<file path="src/rtl/matadd_pkg.sv">
// Shared definitions for the streaming matrix add/sub block: operation
// encodings, controller states and the lane arithmetic helpers.
package matadd_pkg;

    localparam logic [1:0] MODE_ADD_WRAP = 2'b00;
    localparam logic [1:0] MODE_SUB_WRAP = 2'b01;
    localparam logic [1:0] MODE_ADD_SAT  = 2'b10;
    localparam logic [1:0] MODE_SUB_SAT  = 2'b11;

    // Lanes are evaluated in a fixed-width signed domain wide enough to hold
    // the exact sum/difference of two elements of up to 64 bits.
    localparam int OP_W = 65;

    typedef enum logic [2:0] {
        S_IDLE   = 3'd0,
        S_RUN    = 3'd1,
        S_DRAIN  = 3'd2,
        S_DIVIDE = 3'd3,
        S_DONE   = 3'd4
    } state_t;

    // Accumulator never overflows: at most 2^(2*dim_w) elements of data_w bits.
    function automatic int acc_width(input int data_w, input int dim_w);
        return data_w + 2 * dim_w;
    endfunction

    function automatic logic mode_is_sub(input logic [1:0] m);
        return (m == MODE_SUB_WRAP) || (m == MODE_SUB_SAT);
    endfunction

    function automatic logic mode_is_sat(input logic [1:0] m);
        return (m == MODE_ADD_SAT) || (m == MODE_SUB_SAT);
    endfunction

    // Reduce an exact result to a w-bit signed value, either by wrapping
    // (sign-extend the low w bits) or by clamping to the w-bit signed range.
    function automatic logic signed [OP_W-1:0] sat_wrap(
        input logic signed [OP_W-1:0] r,
        input logic                   sat,
        input int                     w
    );
        logic signed [OP_W-1:0] one;
        logic signed [OP_W-1:0] hi;
        logic signed [OP_W-1:0] lo;
        logic signed [OP_W-1:0] res;
        one = {{(OP_W-1){1'b0}}, 1'b1};
        hi  = (one <<< (w - 1)) - one;
        lo  = ~hi;
        if (!sat) begin
            res = (r <<< (OP_W - w)) >>> (OP_W - w);
        end else if (r > hi) begin
            res = hi;
        end else if (r < lo) begin
            res = lo;
        end else begin
            res = r;
        end
        return res;
    endfunction

endpackage

</file>
<file path="src/rtl/matadd_div.sv">
// Sequential signed restoring divider: signed dividend by unsigned nonzero
// divisor, one quotient bit per cycle over ACC_W cycles, quotient truncated
// toward zero and narrowed to Q_W bits. done pulses with the final bit.
module matadd_div
    import matadd_pkg::*;
#(
    parameter int ACC_W = 64,
    parameter int DEN_W = 32,
    parameter int Q_W   = 32
) (
    input  logic             clk,
    input  logic             rst_n,
    input  logic             start,
    input  logic [ACC_W-1:0] dividend,
    input  logic [DEN_W-1:0] divisor,
    output logic             done,
    output logic [Q_W-1:0]   quotient
);

    localparam int CW = $clog2(ACC_W + 1);

    logic             busy_q, busy_d;
    logic             done_q, done_d;
    logic             neg_q, neg_d;
    logic [CW-1:0]    cnt_q, cnt_d;
    logic [DEN_W-1:0] rem_q, rem_d;
    logic [DEN_W-1:0] den_q, den_d;
    logic [ACC_W-1:0] quo_q, quo_d;

    // Load magnitude on start, then shift one dividend bit into the partial
    // remainder per cycle; the down-counter's terminal count ends the run.
    always_comb begin
        logic [DEN_W:0] rem_shift;
        logic           qbit;
        busy_d    = busy_q;
        done_d    = 1'b0;
        neg_d     = neg_q;
        cnt_d     = cnt_q;
        rem_d     = rem_q;
        den_d     = den_q;
        quo_d     = quo_q;
        rem_shift = {rem_q, quo_q[ACC_W-1]};
        qbit      = 1'b0;
        if (start) begin
            busy_d = 1'b1;
            neg_d  = dividend[ACC_W-1];
            quo_d  = dividend[ACC_W-1] ? -dividend : dividend;
            rem_d  = '0;
            den_d  = divisor;
            cnt_d  = CW'(ACC_W);
        end else if (busy_q) begin
            if (rem_shift >= {1'b0, den_q}) begin
                rem_d = DEN_W'(rem_shift - {1'b0, den_q});
                qbit  = 1'b1;
            end else begin
                rem_d = rem_shift[DEN_W-1:0];
            end
            quo_d = {quo_q[ACC_W-2:0], qbit};
            cnt_d = cnt_q - CW'(1);
            if (cnt_q == CW'(1)) begin
                busy_d = 1'b0;
                done_d = 1'b1;
            end
        end
    end

    // Divider state registers.
    always_ff @(posedge clk or negedge rst_n) begin
        if (!rst_n) begin
            busy_q <= 1'b0;
            done_q <= 1'b0;
            neg_q  <= 1'b0;
            cnt_q  <= '0;
            rem_q  <= '0;
            den_q  <= '0;
            quo_q  <= '0;
        end else begin
            busy_q <= busy_d;
            done_q <= done_d;
            neg_q  <= neg_d;
            cnt_q  <= cnt_d;
            rem_q  <= rem_d;
            den_q  <= den_d;
            quo_q  <= quo_d;
        end
    end

    assign done     = done_q;
    assign quotient = Q_W'(neg_q ? -quo_q : quo_q);

endmodule

</file>
<file path="src/rtl/matadd_stream.sv">
// Streaming element-wise matrix add/sub with result sum and mean.
//
// state  | meaning
// IDLE   | waiting for start; latches mode and size
// RUN    | joining A/B beats into the output register
// DRAIN  | all beats consumed, waiting for the output register to empty
// DIVIDE | dividing the accumulated sum by the element count
// DONE   | one-cycle done pulse, sum/mean valid
module matadd_stream
    import matadd_pkg::*;
#(
    parameter int  DATA_W = 32,
    parameter int  LANES  = 4,
    parameter int  DIM_W  = 16,
    localparam int ACC_W  = acc_width(DATA_W, DIM_W)
) (
    input  logic                    clk,
    input  logic                    rst_n,
    input  logic                    start,
    input  logic [1:0]              mode,
    input  logic [DIM_W-1:0]        rows,
    input  logic [DIM_W-1:0]        cols,
    input  logic                    a_valid,
    output logic                    a_ready,
    input  logic [LANES*DATA_W-1:0] a_data,
    input  logic                    b_valid,
    output logic                    b_ready,
    input  logic [LANES*DATA_W-1:0] b_data,
    output logic                    y_valid,
    input  logic                    y_ready,
    output logic [LANES*DATA_W-1:0] y_data,
    output logic [LANES-1:0]        y_keep,
    output logic                    y_last,
    output logic                    busy,
    output logic                    done,
    output logic [ACC_W-1:0]        sum,
    output logic [DATA_W-1:0]       mean
);

    localparam int NW = 2 * DIM_W;
    localparam int LW = $clog2(LANES + 1);
    localparam int DW = LANES * DATA_W;

    state_t                   state_q, state_d;
    logic [1:0]               mode_q, mode_d;
    logic [NW-1:0]            n_q, n_d;
    logic [NW-1:0]            beats_left_q, beats_left_d;
    logic [LW-1:0]            rem_q, rem_d;
    logic signed [ACC_W-1:0]  acc_q, acc_d;
    logic signed [ACC_W-1:0]  sum_q, sum_d;
    logic [DATA_W-1:0]        mean_q, mean_d;
    logic                     y_valid_q, y_valid_d;
    logic                     y_last_q, y_last_d;
    logic [DW-1:0]            y_data_q, y_data_d;
    logic [LANES-1:0]         y_keep_q, y_keep_d;
    logic                     busy_q, busy_d;
    logic                     done_q, done_d;

    logic [NW-1:0]            n_calc;
    logic [NW-1:0]            beats_calc;
    logic [LW-1:0]            rem_calc;
    logic                     slot_free;
    logic                     can_take;
    logic                     fire;
    logic                     last_beat;
    logic [DW-1:0]            lane_data;
    logic [LANES-1:0]         lane_keep;
    logic signed [ACC_W-1:0]  beat_sum;
    logic                     div_start;
    logic                     div_done;
    logic [DATA_W-1:0]        div_quot;

    assign n_calc     = NW'(rows) * NW'(cols);
    assign rem_calc   = LW'(n_calc % NW'(LANES));
    assign beats_calc = n_calc / NW'(LANES) + NW'(rem_calc != '0);

    // A beat is joined only when both operands are present and the output
    // register can take the result in the same cycle.
    assign slot_free = !y_valid_q || y_ready;
    assign can_take  = (state_q == S_RUN) && (beats_left_q != '0) && slot_free;
    assign a_ready   = can_take && b_valid;
    assign b_ready   = can_take && a_valid;
    assign fire      = can_take && a_valid && b_valid;
    assign last_beat = (beats_left_q == NW'(1));

    // Per-lane add/sub with wrap or clamp; tail lanes of the final beat are
    // zeroed and left out of the beat sum.
    always_comb begin
        logic signed [OP_W-1:0] a_x;
        logic signed [OP_W-1:0] b_x;
        logic signed [OP_W-1:0] r_x;
        logic [DATA_W-1:0]      lane_val;
        lane_data = '0;
        lane_keep = '0;
        beat_sum  = '0;
        for (int i = 0; i < LANES; i++) begin
            a_x      = OP_W'($signed(a_data[i*DATA_W +: DATA_W]));
            b_x      = OP_W'($signed(b_data[i*DATA_W +: DATA_W]));
            r_x      = mode_is_sub(mode_q) ? (a_x - b_x) : (a_x + b_x);
            lane_val = DATA_W'(sat_wrap(r_x, mode_is_sat(mode_q), DATA_W));
            lane_keep[i] = !(last_beat && (rem_q != '0) && (LW'(i) >= rem_q));
            if (lane_keep[i]) begin
                lane_data[i*DATA_W +: DATA_W] = lane_val;
                beat_sum = beat_sum + ACC_W'($signed(lane_val));
            end
        end
    end

    // Controller next-state, accumulator and output-register update.
    always_comb begin
        state_d      = state_q;
        mode_d       = mode_q;
        n_d          = n_q;
        beats_left_d = beats_left_q;
        rem_d        = rem_q;
        acc_d        = acc_q;
        sum_d        = sum_q;
        mean_d       = mean_q;
        y_valid_d    = y_valid_q;
        y_last_d     = y_last_q;
        y_data_d     = y_data_q;
        y_keep_d     = y_keep_q;
        done_d       = 1'b0;
        div_start    = 1'b0;

        case (state_q)
            S_IDLE: begin
                if (start) begin
                    mode_d       = mode;
                    n_d          = n_calc;
                    beats_left_d = beats_calc;
                    rem_d        = rem_calc;
                    acc_d        = '0;
                    if (n_calc == '0) begin
                        sum_d   = '0;
                        mean_d  = '0;
                        done_d  = 1'b1;
                        state_d = S_DONE;
                    end else begin
                        state_d = S_RUN;
                    end
                end
            end
            S_RUN: begin
                if (fire) begin
                    acc_d        = acc_q + beat_sum;
                    beats_left_d = beats_left_q - NW'(1);
                    if (last_beat) begin
                        state_d = S_DRAIN;
                    end
                end
            end
            S_DRAIN: begin
                if (!y_valid_q) begin
                    div_start = 1'b1;
                    state_d   = S_DIVIDE;
                end
            end
            S_DIVIDE: begin
                if (div_done) begin
                    sum_d   = acc_q;
                    mean_d  = div_quot;
                    done_d  = 1'b1;
                    state_d = S_DONE;
                end
            end
            S_DONE: begin
                state_d = S_IDLE;
            end
            default: begin
                state_d = S_IDLE;
            end
        endcase

        if (fire) begin
            y_valid_d = 1'b1;
            y_data_d  = lane_data;
            y_keep_d  = lane_keep;
            y_last_d  = last_beat;
        end else if (y_ready) begin
            y_valid_d = 1'b0;
        end

        busy_d = (state_d != S_IDLE);
    end

    // All controller and datapath registers.
    always_ff @(posedge clk or negedge rst_n) begin
        if (!rst_n) begin
            state_q      <= S_IDLE;
            mode_q       <= '0;
            n_q          <= '0;
            beats_left_q <= '0;
            rem_q        <= '0;
            acc_q        <= '0;
            sum_q        <= '0;
            mean_q       <= '0;
            y_valid_q    <= 1'b0;
            y_last_q     <= 1'b0;
            y_data_q     <= '0;
            y_keep_q     <= '0;
            busy_q       <= 1'b0;
            done_q       <= 1'b0;
        end else begin
            state_q      <= state_d;
            mode_q       <= mode_d;
            n_q          <= n_d;
            beats_left_q <= beats_left_d;
            rem_q        <= rem_d;
            acc_q        <= acc_d;
            sum_q        <= sum_d;
            mean_q       <= mean_d;
            y_valid_q    <= y_valid_d;
            y_last_q     <= y_last_d;
            y_data_q     <= y_data_d;
            y_keep_q     <= y_keep_d;
            busy_q       <= busy_d;
            done_q       <= done_d;
        end
    end

    matadd_div #(
        .ACC_W (ACC_W),
        .DEN_W (NW),
        .Q_W   (DATA_W)
    ) u_div (
        .clk      (clk),
        .rst_n    (rst_n),
        .start    (div_start),
        .dividend (acc_q),
        .divisor  (n_q),
        .done     (div_done),
        .quotient (div_quot)
    );

    assign y_valid = y_valid_q;
    assign y_data  = y_data_q;
    assign y_keep  = y_keep_q;
    assign y_last  = y_last_q;
    assign busy    = busy_q;
    assign done    = done_q;
    assign sum     = sum_q;
    assign mean    = mean_q;

endmodule

</file>
<file path="config.mk">
export PLATFORM = sky130hd
export DESIGN_NAME = matadd_stream
export DESIGN_NICKNAME = d
export VERILOG_FILES = /design/src/rtl/matadd_pkg.sv /design/src/rtl/matadd_div.sv /design/src/rtl/matadd_stream.sv
export SDC_FILE = /design/constraint.sdc
export NUM_CORES = 2
export LEC_CHECK = 0
export CORE_ASPECT_RATIO = 0.6
export CORE_MARGIN = 1
export CORE_UTILIZATION = 25
export CTS_BUF_LIST = sky130_fd_sc_hd__clkbuf_4
export CTS_CLUSTER_DIAMETER = 40
export DETAILED_ROUTE_END_ITERATION = 10
export REMOVE_ABC_BUFFERS = 1
export SYNTH_ARGS = -nofsm -noshare
export SYNTH_HDL_FRONTEND = slang
export SYNTH_SLANG_ARGS = --single-unit
</file>
<file path="constraint.sdc">
create_clock -name clk -period 18.5 [get_ports clk]
set_input_delay 3.7 -clock clk [delete_from_list [all_inputs] [get_ports clk]]
set_output_delay 3.7 -clock clk [all_outputs]
set_load 0.02 [all_outputs]
</file>
Yosys cells after proc, flatten, opt, wreduce, memory -nomap -nowiden --
Index checks and enable logic that the tools add are counted.
Word-level totals: register bits after elaboration 505, RAM bits 0, memory bits (read-only) 0, memories kept 0, output and inout port bits 234, bits in latches 0, input bits 296
Cells by class: add/sub/neg operators 18, shift-type cells 0, reduce and logical (&&, ||, !) cells 31, bitwise logic cells 0, $lt $le $gt $ge 13, mux-type cells 69, eq/ne operators 12, $mul 1, divide/modulo/power cells 0
Operators with widths (count):
- 2-to-1 mux 32 bit | 25
- 2-to-1 mux 64 bit | 12
- greater-than comparator 65 x 32 -> 1 bit (second input constant) | 4
- less-than comparator 65 x 32 -> 1 bit (second input constant) | 4
- 2-to-1 mux 65 bit | 4
- one-hot mux 64 bit (2 select lines) | 2
- adder 64 x 32 -> 64 bit | 3
- adder 32 x 32 -> 33 bit | 4
- subtractor 32 x 32 -> 33 bit | 4
- one-hot mux 32 bit (2 select lines) | 2
- adder 64 bit | 1
- negation 64 bit | 1
- >= comparator 33 x 32 -> 1 bit | 1
- == test 32 x 1 -> 1 bit (second input constant) | 1
- logical NOT 32 bit | 1
- multiplier 16 x 16 -> 32 bit | 1
- negation 32 bit | 1
- nonzero test 32 bit | 1
- subtractor 32 x 1 -> 32 bit (second input constant) | 1
- subtractor 32 bit | 1
- adder 30 x 1 -> 31 bit | 1
- 2-to-1 mux 3 bit | 6
- 2-to-1 mux 1 bit | 14
- 2-to-1 mux 7 bit | 2
- other kinds (21) | 47

Logic depth before layout (Yosys ltp) --
depth after elaboration 17, gate-level depth with buffers 78

Modules after synthesis --
From an unflattened synthesis, not the netlist that was laid out.
Second synthesis, totals: cell total of the unflattened synthesis 6826, area total of the unflattened synthesis 55502.0 sq um
Modules (own cells, without submodules):
- matadd_stream | area an instance 45618.8 sq um, cells an instance 5648, times used 1, sequential area each 9133.8 sq um
- matadd_div | area an instance 9883.2 sq um, cells an instance 1178, times used 1, sequential area each 3453.3 sq um

Least setup slack after synthesis --
No wires, ideal clock.
path kind in2reg, from input b_data[3], to register acc_q[63], data arrival time 17551 ps, data required time 18373 ps, slack 821 ps, stages 74, library setup time 127 ps, path through nor2_1 > nor4b_1 > and4_1 > nand2_1 > or2_2 > nor2_1 > a41o_1 > o21ai_0 > xnor2_1 > ha_1 > clkbuf_1 > nand4_1 > nor2_1 > o21ai_0 > and3_1 > a31o_2 > mux2_2 > a21oi_1 > [38 not listed] > a21o_1 > a21o_1 > a211o_1 > nand4_1 > o211ai_1 > ha_1 > a21o_1 > a21oi_1 > inv_1 > a21oi_1 > o211a_1 > nor3_1 > a221o_1 > a21oi_1 > xnor2_1 > xnor2_1 > xnor2_1 > o21ai_0
On the way: word-level cells in the longest chain between the ends 16, elaborated cells between the ends (all ways) 18, those cells by class add/sub (6); order compare (2); mux (10)
RTL lines:
- start: declaration | line matadd_stream.sv:28 | input logic [LANES*DATA_W-1:0] b_data,
- adder 32 x 32 -> 33 bit or subtractor 32 x 32 -> 33 bit (tied branches) | line matadd_stream.sv:99 | r_x = mode_is_sub(mode_q) ? (a_x - b_x) : (a_x + b_x);
- 2-to-1 mux 65 bit (*) | line matadd_stream.sv:99
- less-than comparator 65 x 32 -> 1 bit | line matadd_pkg.sv:53 | end else if (r < lo) begin
- 2-to-1 mux 32 bit | line matadd_pkg.sv:53
- 2-to-1 mux 32 bit | line matadd_pkg.sv:51 | end else if (r > hi) begin
- 2-to-1 mux 32 bit (*) | line matadd_pkg.sv:49 | if (!sat) begin
- 2-to-1 mux 64 bit (*) | line matadd_stream.sv:102 | if (lane_keep[i]) begin
- adder 64 x 32 -> 64 bit | line matadd_stream.sv:104 | beat_sum = beat_sum + ACC_W'($signed(lane_val));
- 2-to-1 mux 64 bit (*) | line matadd_stream.sv:102
- adder 64 x 32 -> 64 bit | line matadd_stream.sv:104
- 2-to-1 mux 64 bit (*) | line matadd_stream.sv:102
- adder 64 x 32 -> 64 bit | line matadd_stream.sv:104
- 2-to-1 mux 64 bit (*) | line matadd_stream.sv:102
- adder 64 bit (*) | line matadd_stream.sv:146 | acc_d = acc_q + beat_sum;
- 2-to-1 mux 64 bit (*) | line matadd_stream.sv:145 | if (fire) begin
- one-hot mux 64 bit (2 select lines) (*) | line matadd_stream.sv:126 | case (state_q)
- end signal: assignment | line matadd_stream.sv:195 | acc_q <= '0;
- end signal: assignment | line matadd_stream.sv:210 | acc_q <= acc_d;
- end: declaration | line matadd_stream.sv:49 | logic signed [ACC_W-1:0] acc_q, acc_d;
Mark *: on every way between the ends. The rest lies on a longest branch, timed or not. The select of a mux whose other input is x is not followed. A chain may end at the register's enable or synchronous reset.

Worst setup path in the final report --
Same ends and word-level chain as after synthesis.

==> impl_metrics.env <==
export IMPL_netlist_instances=6836
export IMPL_fin_crit_ns=17.64
export IMPL_die_area_mm2=0.2248
export IMPL_finalSetupViolCount=0
export IMPL_worst_path_largest_cell_delay_ns=0.48
export IMPL_core_mm2=0.2203
export IMPL_detail_route_antenna_nets=0
export IMPL_drtIter0Drc=4700
export IMPL_crit_required_ns=19.48
export IMPL_hold_ws_ns=0.4807
export IMPL_final_cell_mix="buf_4 (882), nand2_1 (797), o21ai_0 (556), clkdlybuf4s50_1 (528), ha_1 (506)"
export IMPL_multi_input_area_mm2=0.04066
export IMPL_drt_pass1_iter_count=6
export IMPL_top_layer_used="met5"
export IMPL_fin_worst_skew_ns=0.09261
export IMPL_cts_buffers=139
export IMPL_holdBufCountCts=0
export IMPL_via_count=56300
export IMPL_cts_root_buf="clkbuf_4"
export IMPL_wirelength_met1_um=101700
export IMPL_drive_above_1_share_pct=15.47
export IMPL_yosysSeqAreaShare_pct=22.59
export IMPL_die_w_um=611.5
export IMPL_hpwl_um=173000
export IMPL_die_y_um=367.7
export IMPL_critical_path_arrival_ns=18.62
export IMPL_grt_ovfl_total=0
export IMPL_synth_top_area_share_pct=22.59
export IMPL_cts_htree_levels=4
export IMPL_fillCellCount=23097
export IMPL_tightest_slew_ns=1.304
export IMPL_ios=530
export IMPL_drv_cap=0
export IMPL_dr_wl_met2_um=89140
export IMPL_start_util_pct=25.29
export IMPL_yosys_register_bits=503
export IMPL_seq_area_mm2=0.01260
export IMPL_post_drt_wl_per_cell_um=19.14
export IMPL_wl_met3_um=16420
export IMPL_clk_latency_ns=1.19
export IMPL_start_kind="primary input"
export IMPL_yosys_warnings=0
export IMPL_dpl_cell_area_mm2=0.07034
export IMPL_drc=0
export IMPL_status="completed"
export IMPL_crit_buf_inv=9
export IMPL_clock_path_buffers=3
export IMPL_synth_edf_count=0
export IMPL_cp_max_fo=5
export IMPL_fmax_mhz=56.69
export IMPL_reg2reg_slack_ns=3.35
export IMPL_slowest_stage="clkdlybuf4s50_1"
export IMPL_hp_class="flip-flop to flip-flop"
export IMPL_rows=133
export IMPL_grt_total_usage_pct=18.58
export IMPL_relSlewSlack_pct=12.83
export IMPL_totalWireLength_um=214100
export IMPL_clock_sinks=503
export IMPL_finalNetCount=9106
export IMPL_min_period_over_period_pct=95.36
export IMPL_antenna_found_initial=7
export IMPL_grt_pass1_vias=54198
export IMPL_area_growth_pct=29.87
export IMPL_place_gp_congestion=0.9871
export IMPL_grt_first_pass_wirelength_um=327900
export IMPL_critPathTopFamily="compound AO/OA/AOI/OAI gates"
export IMPL_hold_viol_final=0
export IMPL_crit_path_end_kind="flip-flop"
export IMPL_grt_max_degree=148
export IMPL_final_common_cell="buf_4"
export IMPL_final_max_slew_viol_count=0
export IMPL_clk_pin_slew_ns=0.07
export IMPL_viasPerCell=5.034
export IMPL_synthTopCellsByArea="dfrtp_1 (23%), ha_1 (11%), fa_1 (7.3%)"
export IMPL_fin_area_mm2=0.07236
export IMPL_synth_avg_cell_area_um2=8.150
export IMPL_synth_main_ff_cell="dfrtp_1"
export IMPL_synth_cell_type_count=104
export IMPL_yosysTopAreaCell="dfrtp_1"
export IMPL_synth_area_mm2=0.05572
export IMPL_port_buffers=529
export IMPL_cts_tree="done"
export IMPL_path_class="primary input to flip-flop"
export IMPL_async_reset_ff_share_pct=100.0
==> synth_stat cells (25+ instances only) <==
library cell / number
nand2_1: 800
o21ai_0: 565
ha_1: 506
dfrtp_1: 503
a21oi_1: 478
nor2_1: 453
xnor2_1: 449
inv_1: 432
clkbuf_1: 255
a21o_1: 248
fa_1: 203
a22o_1: 192
xor2_1: 166
and2_1: 155
nand3_1: 154
nor3_1: 99
mux2i_1: 97
o31ai_1: 69
nand2b_1: 63
nor2b_1: 60
a31oi_1: 56
o21bai_1: 52
o21a_1: 49
nor4_1: 46
nand4_1: 45
and3_1: 43
a211oi_1: 36
o211ai_1: 33
or3_1: 33
a21boi_0: 30
nor3b_1: 30
or4_1: 30
mux2_2: 27
or2_2: 27
a221o_1: 25
==> flip-flops by register name, summed over array words and instances, names as in the netlist, 2 cells and up <==
| register | flops |
|---|---|
| acc_q | 64 |
| beats_left_q | 32 |
| mean | 32 |
| mode_q | 2 |
| n_q | 32 |
| state_q | 3 |
| sum | 64 |
| u_div.cnt_q | 7 |
| u_div.den_q | 32 |
| u_div.quo_q | 64 |
| u_div.rem_q | 32 |
| y_data | 128 |
| y_keep | 4 |
==> final timing paths <==
check / startpoint / to / cells past startpoint
min: n_q[24]$_DFFE_PN0P_ / n_q[24]$_DFFE_PN0P_ / 2
max in group asynchronous: rst_n / mean[17]$_DFFE_PN0P_ / 4
max reg2reg: mode_q[0]$_DFFE_PN0P_ / acc_q[63]$_DFFE_PN0P_ / 73
max: b_data[3] / acc_q[63]$_DFFE_PN0P_ / 78
min in group asynchronous: rst_n / sum[60]$_DFFE_PN0P_ / 1
min reg2reg: n_q[24]$_DFFE_PN0P_ / n_q[24]$_DFFE_PN0P_ / 2
==> routing by layer <==
metal / up-vias / track usage (%)
met4: 6 / 5.784
li1: 26808 / -
met5: - / 0
met1: 27346 / 26.67
met2: 1861 / 27.25
met3: 279 / 4.321
==> what timing repair did <==
item	in CTS	in global routing
setup buffers	0	6
setup endpoints to repair	0	21
gates resized for setup	0	45
==> kinds of logic after synthesis <==
logic type                 after synthesis  share of synthesized area, %
xor gates and xnor gates               615                         9.668
DFF                                    503                         22.59
adders and majority gates              712                         18.72
buffers and inverters                  722                         4.887
and+or+nand+nor                       2104                         17.90
AOI/OAI and AO/OA                     2055                         23.93
muxes                                  125                         2.313
==> per-stage QoR <==
| step | worst slack [ns] | util (%) | setup TNS [ns] | cells |
|---|---|---|---|---|
| 6_report | 0.8590 | 32.84 | 0 | 11184 |
| 4_1_cts | 0.2235 | 32.74 | 0 | 11168 |
| 2_1_floorplan | -0.2808 | - | -0.2808 | 6548 |
| 3_5_place_dp | -0.9239 | 31.92 | -10.89 | 10924 |
| 5_1_grt | -0.1154 | 32.84 | -0.2441 | 11180 |
| 3_3_place_gp | -0.8012 | 31.92 | -7.820 | 10924 |
==> worst min-delay path: stages, from the launching register on <==
cell	delay [ns]
dfrtp_1	0.35
nand2_1	0.05
nand2_1	0.05
==> final cells by class <==
| class | count | share of cell area [%] |
|---|---|---|
| tap | 2970 | 5.136 |
| clock inverter | 57 | 0.5360 |
| sequential | 503 | 17.41 |
| antenna | 10 | 0.03458 |
| multi-input combinational | 5611 | 56.19 |
| clock buffer | 187 | 1.940 |
| inverter | 434 | 2.251 |
| timing repair buffer | 1412 | 16.50 |
Power is not shown: default switching activity piles up to over one toggle a cycle in this logic, so the estimate is an artifact.
